### config.mk
export PLATFORM = sky130hd
export DESIGN_NAME = fifo_read_controller_flat
export DESIGN_NICKNAME = d
export VERILOG_FILES = /design/src/rtl/fifo_read_controller_if.sv /design/src/rtl/fifo_read_controller.sv /design/src/flat_wrapper.sv
export SDC_FILE = /design/constraint.sdc
export NUM_CORES = 1
export LEC_CHECK = 0
export ABC_AREA = 1
export CAP_MARGIN = 5
export CORE_ASPECT_RATIO = 1.5
export CORE_MARGIN = 1.5
export CORE_UTILIZATION = 40
export CTS_CLUSTER_SIZE = 40
export DETAILED_ROUTE_END_ITERATION = 10
export PLACE_DENSITY_LB_ADDON = 0.15
export REMOVE_ABC_BUFFERS = 1
export SYNTH_ARGS = -nofsm -noshare
export SYNTH_HDL_FRONTEND = slang
export SYNTH_SLANG_ARGS = --single-unit
### constraint.sdc
create_clock -name clk -period 3 [get_ports clk]
set_clock_uncertainty 0.15 [all_clocks]
set_input_delay 0.9 -clock clk [delete_from_list [all_inputs] [get_ports clk]]
set_output_delay 0.9 -clock clk [all_outputs]
set_load 0.03 [all_outputs]
### src/rtl/fifo_read_controller_if.sv
// Read-side FIFO controller bus: write-pointer input, RAM read port, valid/ready output stream.
// master = controller side, slave = surrounding logic (RAM, synchronizer, consumer).
interface fifo_read_controller_if #(
  parameter int unsigned ADDR_WIDTH = 4,
  parameter int unsigned DATA_WIDTH = 8
);
  logic [ADDR_WIDTH:0]   wr_ptr_sync;
  logic [ADDR_WIDTH:0]   rd_ptr;
  logic                  ram_rd_en;
  logic [ADDR_WIDTH-1:0] ram_rd_addr;
  logic [DATA_WIDTH-1:0] ram_rd_data;
  logic [DATA_WIDTH-1:0] out_data;
  logic                  out_valid;
  logic                  out_ready;
  logic [ADDR_WIDTH:0]   words_avail;
  logic                  empty;

  modport master (
    input  wr_ptr_sync,
    input  ram_rd_data,
    input  out_ready,
    output rd_ptr,
    output ram_rd_en,
    output ram_rd_addr,
    output out_data,
    output out_valid,
    output words_avail,
    output empty
  );

  modport slave (
    output wr_ptr_sync,
    output ram_rd_data,
    output out_ready,
    input  rd_ptr,
    input  ram_rd_en,
    input  ram_rd_addr,
    input  out_data,
    input  out_valid,
    input  words_avail,
    input  empty
  );
endinterface

### src/rtl/fifo_read_controller.sv
// Read-domain side of the dual-clock frame FIFO: fetches words from a synchronous-read RAM
// and presents them through a 2-entry (head + skid) valid/ready output buffer.
module fifo_read_controller #(
  parameter int unsigned ADDR_WIDTH = 4,
  parameter int unsigned DATA_WIDTH = 8
) (
  input  logic                         clk,
  input  logic                         rst,
  fifo_read_controller_if.master       bus_io
);

  typedef enum logic [1:0] {StEmpty, StOne, StTwo} state_e;

  state_e                state_q, state_d;
  logic [DATA_WIDTH-1:0] head_q, head_d;
  logic [DATA_WIDTH-1:0] skid_q, skid_d;
  logic                  inflight_q, inflight_d;
  logic [ADDR_WIDTH:0]   rd_ptr_q, rd_ptr_d;

  logic [ADDR_WIDTH:0]   words_avail;
  logic                  empty;
  logic                  pop;
  logic                  fill;
  logic                  fetch;
  logic [1:0]            entries;
  logic [2:0]            occupancy;

  // Fetch decision: a fetch is allowed only if the word it returns is guaranteed a free slot.
  always_comb begin
    words_avail = bus_io.wr_ptr_sync - rd_ptr_q;
    empty       = (words_avail == '0);
    unique case (state_q)
      StEmpty: entries = 2'd0;
      StOne:   entries = 2'd1;
      StTwo:   entries = 2'd2;
      default: entries = 2'd0;
    endcase
    pop       = (state_q != StEmpty) && bus_io.out_ready;
    fill      = inflight_q;
    occupancy = {1'b0, entries} + {2'b00, inflight_q};
    fetch     = !rst && !empty && (occupancy < (3'd2 + {2'b00, pop}));
  end

  // Buffer next-state: returned data lands in the first entry still free after any pop.
  always_comb begin
    state_d    = state_q;
    head_d     = head_q;
    skid_d     = skid_q;
    inflight_d = fetch;
    rd_ptr_d   = rd_ptr_q + {{ADDR_WIDTH{1'b0}}, fetch};
    unique case (state_q)
      StEmpty: begin
        if (fill) begin
          head_d  = bus_io.ram_rd_data;
          state_d = StOne;
        end
      end
      StOne: begin
        if (fill && pop) begin
          head_d = bus_io.ram_rd_data;
        end else if (fill) begin
          skid_d  = bus_io.ram_rd_data;
          state_d = StTwo;
        end else if (pop) begin
          state_d = StEmpty;
        end
      end
      StTwo: begin
        if (pop) begin
          head_d = skid_q;
          if (fill) begin
            skid_d = bus_io.ram_rd_data;
          end else begin
            state_d = StOne;
          end
        end
      end
      default: state_d = StEmpty;
    endcase
  end

  always_ff @(posedge clk) begin
    if (rst) begin
      state_q    <= StEmpty;
      head_q     <= '0;
      skid_q     <= '0;
      inflight_q <= 1'b0;
      rd_ptr_q   <= '0;
    end else begin
      state_q    <= state_d;
      head_q     <= head_d;
      skid_q     <= skid_d;
      inflight_q <= inflight_d;
      rd_ptr_q   <= rd_ptr_d;
    end
  end

  always_comb begin
    bus_io.rd_ptr      = rd_ptr_q;
    bus_io.ram_rd_en   = fetch;
    bus_io.ram_rd_addr = rst ? '0 : rd_ptr_q[ADDR_WIDTH-1:0];
    bus_io.out_data    = head_q;
    bus_io.out_valid   = (state_q != StEmpty);
    bus_io.words_avail = words_avail;
    bus_io.empty       = empty;
  end

endmodule
### src/flat_wrapper.sv
// flat-port wrapper written by rule: the top's interface ports become plain ports
module fifo_read_controller_flat 
#(
  parameter int unsigned ADDR_WIDTH = 4,
  parameter int unsigned DATA_WIDTH = 8
)
  (clk, rst, bus_io_wr_ptr_sync, bus_io_ram_rd_data, bus_io_out_ready, bus_io_rd_ptr, bus_io_ram_rd_en, bus_io_ram_rd_addr, bus_io_out_data, bus_io_out_valid, bus_io_words_avail, bus_io_empty);
  fifo_read_controller_if #(.ADDR_WIDTH(ADDR_WIDTH), .DATA_WIDTH(DATA_WIDTH)) bus_io_i ();
  input  logic clk;
  input  logic rst;
  input wire logic [$bits(bus_io_i.wr_ptr_sync)-1:0] bus_io_wr_ptr_sync;
  input wire logic [$bits(bus_io_i.ram_rd_data)-1:0] bus_io_ram_rd_data;
  input wire logic [$bits(bus_io_i.out_ready)-1:0] bus_io_out_ready;
  output wire logic [$bits(bus_io_i.rd_ptr)-1:0] bus_io_rd_ptr;
  output wire logic [$bits(bus_io_i.ram_rd_en)-1:0] bus_io_ram_rd_en;
  output wire logic [$bits(bus_io_i.ram_rd_addr)-1:0] bus_io_ram_rd_addr;
  output wire logic [$bits(bus_io_i.out_data)-1:0] bus_io_out_data;
  output wire logic [$bits(bus_io_i.out_valid)-1:0] bus_io_out_valid;
  output wire logic [$bits(bus_io_i.words_avail)-1:0] bus_io_words_avail;
  output wire logic [$bits(bus_io_i.empty)-1:0] bus_io_empty;
  assign bus_io_i.wr_ptr_sync = bus_io_wr_ptr_sync;
  assign bus_io_i.ram_rd_data = bus_io_ram_rd_data;
  assign bus_io_i.out_ready = bus_io_out_ready;
  assign bus_io_rd_ptr = bus_io_i.rd_ptr;
  assign bus_io_ram_rd_en = bus_io_i.ram_rd_en;
  assign bus_io_ram_rd_addr = bus_io_i.ram_rd_addr;
  assign bus_io_out_data = bus_io_i.out_data;
  assign bus_io_out_valid = bus_io_i.out_valid;
  assign bus_io_words_avail = bus_io_i.words_avail;
  assign bus_io_empty = bus_io_i.empty;
  fifo_read_controller #(.ADDR_WIDTH(ADDR_WIDTH), .DATA_WIDTH(DATA_WIDTH)) u_core (.clk(clk), .rst(rst), .bus_io(bus_io_i));
endmodule
Word-level counts from Yosys, hierarchy flattened:

Cells that the tools add are included.
Widths: inputs -> output; s select.

* bits of input ports: 16
* flip-flop bits (word level): 24
* output and inout port bits: 25

* muxes and demuxes: 17
* equal/unequal tests: 8
* reductions and logical operators: 14
* add/sub/neg operators: 4
* $lt $le $gt $ge: 1

Operators with widths (count)
* $mux 8: 6
* $pmux 8 s3: 1
* $pmux 8 s2: 1
* $mux 2: 6
* $ne 2x1->1 const B: 3
* $pmux 2 s3: 1
* $add 5x1->5: 1
* $logic_not 5->1: 1
* $reduce_and 5->1: 1
* $sub 5x5->5: 1
* $logic_and 1x1->1: 4
* $mux 4: 1
* $ne 2x2->1 const B: 2
* $pmux 2 s2: 1
* $reduce_and 4->1: 1
* $reduce_bool 2->1: 2
* $add 2x1->3: 1
* $add 2x1->3 const A: 1
* $lt 3x3->1: 1
* $ne 3x1->1 const B: 1
* $reduce_and 3->1: 1
* $reduce_bool 3->1: 1
* $eq 2x1->1 const B: 1
* $eq 2x2->1 const B: 1
* other kinds (2): 3

Logic depth before layout (Yosys ltp):

Gate-level depths: netlist of the first run.

* word-level depth: 6
* mapped depth: 15

Worst setup path after synthesis of the first run:

OpenSTA, ideal clock, no wires.

* path type: input to output
* from: input bus_io_wr_ptr_sync[0]
* to: output bus_io_ram_rd_en
* cell stages on the path: 9
* slack: -0.824 ns
* arrival: 2.774 ns
* path buffers: 0
* data required time: 1.950 ns
* cells stage by stage: inv_1 > ha_1 > fa_1 > inv_1 > nand3_1 > nand3_1 > nand2_1 > nor2_1 > nor2_1

* longest elaborated chain between the ends: 5

RTL lines
* start: declaration: line flat_wrapper.sv:11 `input wire logic [$bits(bus_io_i.wr_ptr_sync)-1:0] bus_io_wr_ptr_sync;`
* $sub 5x5->5: line fifo_read_controller.sv:30 `words_avail = bus_io.wr_ptr_sync - rd_ptr_q;`
* named net bus_io_words_avail[4]: line flat_wrapper.sv:19 `output wire logic [$bits(bus_io_i.words_avail)-1:0] bus_io_words_avail;`
* $logic_not 5->1: line fifo_read_controller.sv:31 `empty = (words_avail == '0);`
* named net bus_io_empty: line flat_wrapper.sv:20 `output wire logic [$bits(bus_io_i.empty)-1:0] bus_io_empty;`
* $logic_not 1->1: line fifo_read_controller.sv:41 `fetch = !rst && !empty && (occupancy < (3'd2 + {2'b00, pop}));`
* $logic_and 1x1->1 (2 in series): line fifo_read_controller.sv:41
* end: declaration: line flat_wrapper.sv:15 `output wire logic [$bits(bus_io_i.ram_rd_en)-1:0] bus_io_ram_rd_en;`

The timed path passes the listed nets, and every way through them passes these cells.

Worst setup path after layout of the first run:

* from: input bus_io_wr_ptr_sync[0]
* to: output bus_io_empty

* longest elaborated chain between the ends: 2

RTL lines (line)
* $sub 5x5->5: fifo_read_controller.sv:30
* $logic_not 5->1: fifo_read_controller.sv:31
* end: declaration: flat_wrapper.sv:20

Every way passes these cells.

==> metrics.md, run 1 <==
| Metric | Value |
|---|---|
| Final std cells w/o fill | `317` |
| HPWL after detailed placement | `2480 µm` |
| CP delay by family, top | `adder cells` |
| CP Launch Type | `input pin` |
| First drt pass iteration count | `4` |
| Post-route antenna net violation count | `0` |
| Mean post-synth cell area | `6.88 µm²` |
| PnR Total Power | `2.14 mW` |
| Crit path capture type | `output port` |
| Worst slew pin tran | `425 ps` |
| Min Hold Slack | `340 ps` |
| Max stage delay on crit path | `540 ps` |
| Clock Path Buffers | `2` |
| Worst-path clk slew | `90 ps` |
| Sw power | `1.01 mW` |
| Pleak | `1.06 nW` |
| Fmax | `0.295 GHz` |
| Synth cell types | `24` |
| Critical path arrival | `2340 ps` |
| Slowest cell on the critical path | `fa_2` |
| Die Y | `77.8 µm` |
| Clock tree sinks | `24` |
| Die area | `0.00412 mm²` |
| Comb pwr share | `65.3%` |
| Switching Fraction | `47.0%` |
| Failing checks | `negative setup slack` |
| Final period util | `113%` |
| CTS tree | `done` |
| IO Count | `41` |
| DR vias | `1,487` |
| CTS buffer count | `3` |
| Fill cells | `337` |
| Vias in the first global route | `1,330` |
| PortBufs | `40` |
| Warnings, synthesis | `0` |
| Status | `finished, violations left` |
| Critical path buffers and inverters | `4` |
| Ant diodes | `0` |
| Clock latency at the later pin of the worst-skew pair | `260 ps` |
| Initial DRC Count | `28` |
| H-tree levels | `1` |
| Final WL | `3600 µm` |
| # DRC | `0` |
| WL/cell | `11.4 µm` |
| Reg power frac | `24.6%` |
| PnR worst setup slack | `-393 ps` |
| Vias per cell | `4.69` |
| Routability cong. | `0.728` |
| First-pass GRT wire length | `5710 µm` |
| Max-slew headroom | `71.6%` |
| Post-synthesis register bit count | `24` |
| Clk Tree Root Cell | `clkbuf_8` |
| Max VDD drop | `0.579 mV` |
| Share of layout cells above drive strength 1 | `27.4%` |
| Setup TNS | `-1070 ps` |
| Max Fanout on Critical Path | `2` |
| Core Footprint | `0.00361 mm²` |
| DP Worst Slack | `-848 ps` |
| Die Wd | `52.9 µm` |
| GR Util All Layers | `17.8%` |
| Post-synthesis instance total | `217` |
| Sequential fraction of the synthesis area | `32.2%` |
| Clock power frac | `10.1%` |
| Dpl cells | `307` |
| Hold Path Class | `flop to flop` |
| Most frequent cells in the layout | `nand2_1 (46), nor2_1 (37), clkdlybuf4s50_1 (25)` |
| Fin. Hold Viols | `0` |
| RSZ-0062 raised after global routing | `true` |
| Pin count of the biggest net entering global routing | `17` |
| Commonest non-fill, non-tap cell in the layout | `nand2_1` |
| Max-cap violations | `0` |
| Setup Crit Path Kind | `input pin to output port` |
| Synth Cell Area | `0.00149 mm²` |
| Power Dens Cells | `972 mW/mm²` |
| Global route overflow | `0` |
| Crit-path cells | `buf_6, inv_4, ha_4, fa_2, nand2_2, nor2_2, nand3_1, nor2_2, buf_4, buf_6` |
| Area delta synth->final | `47.7%` |
| Cell area after layout | `0.00221 mm²` |
| Initial antenna violation count | `0` |
| Int Pwr | `1.14 mW` |
| Row Count | `27` |
| Minimum clock period | `3390 ps` |
| Placed cell area | `0.00197 mm²` |
| Fin nets | `305` |
| Starting Density | `41.3%` |
| Final Max Slew Viols | `0` |
| Required time of the critical path | `1950 ps` |
| Final setup fails | `5` |
| Fin util | `61.0%` |
-- what timing repair did --
action	CTS	global route
gates resized for setup	39	14
setup buffers	1	5
hold endpoints to repair	0	0
endpoints found under the setup margin	11	8
hold buffers	0	0
pin swaps	12	11
-- worst min-delay path: stages (launching register included) --
cell,delay [ps]
dfxtp_1,340
a21oi_1,40
nor2_1,80
-- layout make-up --
type	count	area, µm²	share of cell area [%]
clock buffer	4	55.1	2.50
timing repair buffer	59	534	24.2
tap	43	53.8	2.44
multi-input combinational	156	963	43.7
sequential	24	480	21.8
inverter	31	119	5.39
-- cell usage after synthesis, drive strengths merged --
master / n / area, µm²
nor2: 42 / 163
o21ai: 2 / 21.3
o21a: 8 / 60.1
a21oi: 12 / 63.8
clkinv: 1 / 3.75
buf: 6 / 48.8
ha: 13 / 163
dfxtp: 24 / 480
xnor2: 2 / 17.5
nand4: 2 / 18.8
o21bai: 1 / 7.51
fa: 1 / 20.0
xor2: 1 / 8.76
nand3: 18 / 90.1
nand2: 54 / 215
inv: 30 / 113
-- power by group through the flow --
| stage | combinational [mW] | sequential, mW | clock [mW] |
|---|---|---|---|
| 3_3_place_gp | 1.31 | 0.525 | 0 |
| 5_1_grt | 1.54 | 0.543 | 0.241 |
| 2_1_floorplan | 0.766 | 0.650 | 0 |
| 4_1_cts | 1.36 | 0.526 | 0.228 |
| 3_5_place_dp | 1.31 | 0.529 | 0 |
| 6_report | 1.40 | 0.527 | 0.217 |
-- kinds of logic after synthesis --
kind of cell	share of synthesized area [%]
flops	32.2
xor+xnor	1.76
compound gates	10.2
fa+ha+maj	12.2
buf+inv	11.1
simple gates	32.6
-- metal layers --
metal / share of wire [%] / global-route usage (%)
met1: 42 / 20.2
met2: 52 / 32.0
met3: 4.4 / 2.88
met4: 1.1 / 6.15
met5: 0 / 0
-- state kept, by name (all words and copies together) (netlist names) --
name / flops
u_core.skid_q: 8
u_core.bus_io.rd_ptr: 5
u_core.state_q: 2
u_core.fill: 1
u_core.bus_io.out_data: 8
-- worst paths after layout --
check,startpoint,endpoint,slack (ps),depth (start not counted)
max reg2reg,u_core.state_q[1]$_SDFFE_PP0P_,u_core.bus_io.rd_ptr[4]$_SDFF_PP0_,360,13
min reg2reg,u_core.bus_io.out_data[1]$_SDFFE_PP0P_,u_core.bus_io.out_data[1]$_SDFFE_PP0P_,340,2
max,bus_io_wr_ptr_sync[0],bus_io_empty,-390,10
min,u_core.bus_io.out_data[1]$_SDFFE_PP0P_,u_core.bus_io.out_data[1]$_SDFFE_PP0P_,340,2
Power figures use the tool's default switching activity.
==> run 2: changes to the inputs <==
==> constraint.sdc (replaced) <==
create_clock -name clk -period 3.4 [get_ports clk]
set_clock_uncertainty 0.15 [all_clocks]
set_input_delay 1.02 -clock clk [delete_from_list [all_inputs] [get_ports clk]]
set_output_delay 1.02 -clock clk [all_outputs]
set_load 0.03 [all_outputs]
==> metrics.md, run 2 (same netlist as run 1, synthesis figures left out) <==
| Metric | Value |
|---|---|
| Global route overflow | `0` |
| Fin nets | `300` |
| Fill cells | `356` |
| PortBufs | `40` |
| Ant diodes | `0` |
| CTS buffer count | `3` |
| First-pass GRT wire length | `5500 µm` |
| Global Route met1 Usage | `20.4%` |
| Reg power frac | `25.5%` |
| Post-route antenna net violation count | `0` |
| RSZ-0062 raised after global routing | `true` |
| Clock power frac | `8.8%` |
| WL/cell | `10.8 µm` |
| Vias per cell | `4.71` |
| Initial DRC Count | `18` |
| GR Util All Layers | `17.2%` |
| Crit-path cells | `buf_6, inv_4, ha_4, fa_2, nand2_2, nor2_2, nand3_1, nor2_2, buf_4, buf_6` |
| Crit path capture type | `output port` |
| Share of layout cells above drive strength 1 | `21.6%` |
| Max VDD drop | `0.486 mV` |
| Final WL | `3340 µm` |
| First drt pass iteration count | `4` |
| CP Launch Type | `input pin` |
| IO Count | `41` |
| Setup TNS | `-430 ps` |
| Status | `finished, violations left` |
| Critical path arrival | `2440 ps` |
| Failing checks | `negative setup slack` |
| M2 GR Usage | `30.8%` |
| Int Pwr | `0.954 mW` |
| DR vias | `1,466` |
| Fmax | `0.277 GHz` |
| # DRC | `0` |
| Clock tree sinks | `24` |
| Most Crowded Layer GR | `met2` |
| Worst slew pin tran | `505 ps` |
| Clock Path Buffers | `2` |
| Die Wd | `52.9 µm` |
| Most frequent cells in the layout | `nand2_1 (49), nor2_1 (37), clkdlybuf4s50_1 (25)` |
| Routability cong. | `0.717` |
| Commonest non-fill, non-tap cell in the layout | `nand2_1` |
| Area delta synth->final | `40.8%` |
| Max Fanout on Critical Path | `2` |
| Setup Crit Path Kind | `input pin to output port` |
| Clock latency at the later pin of the worst-skew pair | `250 ps` |
| Fin util | `58.2%` |
| Minimum clock period | `3610 ps` |
| Starting Density | `41.3%` |
| Row Count | `27` |
| Switching Fraction | `47.5%` |
| Final setup fails | `3` |
| PnR worst setup slack | `-214 ps` |
| Max-cap violations | `0` |
| DP Worst Slack | `-669 ps` |
| M3 GR Usage | `2.31%` |
| Clk Tree Root Cell | `clkbuf_8` |
| Hold Path Class | `flop to flop` |
| Fin. Hold Viols | `0` |
| Die area | `0.00412 mm²` |
| Final period util | `106%` |
| Pleak | `1.03 nW` |
| Comb pwr share | `65.7%` |
| Die Y | `77.8 µm` |
| Required time of the critical path | `2230 ps` |
| H-tree levels | `1` |
| Initial antenna violation count | `0` |
| Min Hold Slack | `335 ps` |
| Slowest cell on the critical path | `fa_2` |
| Max-slew headroom | `66.2%` |
| CTS tree | `done` |
| Hold_buf cts | `0` |
| Vias in the first global route | `1,298` |
| Pin count of the biggest net entering global routing | `20` |
| Power Dens Cells | `864 mW/mm²` |
| HPWL after detailed placement | `2490 µm` |
| Core Footprint | `0.00361 mm²` |
| Sw power | `0.863 mW` |
| Worst-path clk slew | `80 ps` |
| Final Max Slew Viols | `0` |
| Max stage delay on crit path | `550 ps` |
-- run 2: changes by cell type in the layout (fill, tap and decap cells not counted), moves of 3 or more --
cell     change
nand3_1      +3
nand2_2      -3
nand2_1      +3
buf_6        -5
ha_1         +3
ha_2         -3
-- run 2: layout make-up --
type / count / area, µm² / share of cell area [%]
multi-input combinational: 156 / 926 / 44.0
timing repair buffer: 54 / 483 / 23.0
sequential: 24 / 480 / 22.8
inverter: 31 / 119 / 5.65
tap: 43 / 53.8 / 2.56
clock buffer: 3 / 41.3 / 1.96
-- run 2: routing by layer --
layer,wire length (µm),vias to the layer above,share of wire [%]
met5,0,-,0
met4,50,0,1.5
met3,128,4,3.8
met2,1770,29,53
met1,1390,654,42
li1,-,779,-
-- run 2: power groups by stage --
stage / combinational, mW / sequential (mW) / clock, mW
3_3_place_gp: 1.15 / 0.465 / 0
4_1_cts: 1.18 / 0.464 / 0.164
3_5_place_dp: 1.15 / 0.467 / 0
2_1_floorplan: 0.676 / 0.574 / 0
6_report: 1.19 / 0.463 / 0.160
5_1_grt: 1.32 / 0.477 / 0.179
-- run 2: what timing repair did --
action / 4_1_cts / 5_1_grt
gates resized for setup: 20 / 10
gates cloned: 0 / 0
hold endpoints to repair: 0 / 0
pin swaps: 6 / 8
endpoints found under the setup margin: 8 / 4
setup buffers: 0 / 3
-- run 2: path summary, 6_finish.rpt --
kind / slack (ps) / to / cells after the start / from
max: -210 / bus_io_empty / 10 / bus_io_wr_ptr_sync[0]
min: 340 / u_core.bus_io.out_data[0]$_SDFFE_PP0P_ / 2 / u_core.bus_io.out_data[0]$_SDFFE_PP0P_
max reg2reg: 710 / u_core.bus_io.rd_ptr[4]$_SDFF_PP0_ / 13 / u_core.bus_io.rd_ptr[0]$_SDFF_PP0_
min reg2reg: 340 / u_core.bus_io.out_data[0]$_SDFFE_PP0P_ / 2 / u_core.bus_io.out_data[0]$_SDFFE_PP0P_
-- run 2: critical path, delay by kind of cell --
family | cells | cell delay [ps]
adder cells (fa/ha/maj) | 2 | 700
AND/OR/NAND/NOR | 4 | 380
buffers and inverters | 4 | 350
-- run 2: per-stage QoR --
| step | instances | total power, mW | instance area [µm²] |
|---|---|---|---|
| finish | 311 | 1.82 | 2100 |
| global route | 311 | 1.98 | 2100 |
| CTS | 308 | 1.81 | 2050 |
| detailed placement | 305 | 1.62 | 1950 |
| global placement | 305 | 1.61 | 1950 |
| floorplan | 211 | 1.25 | 1450 |
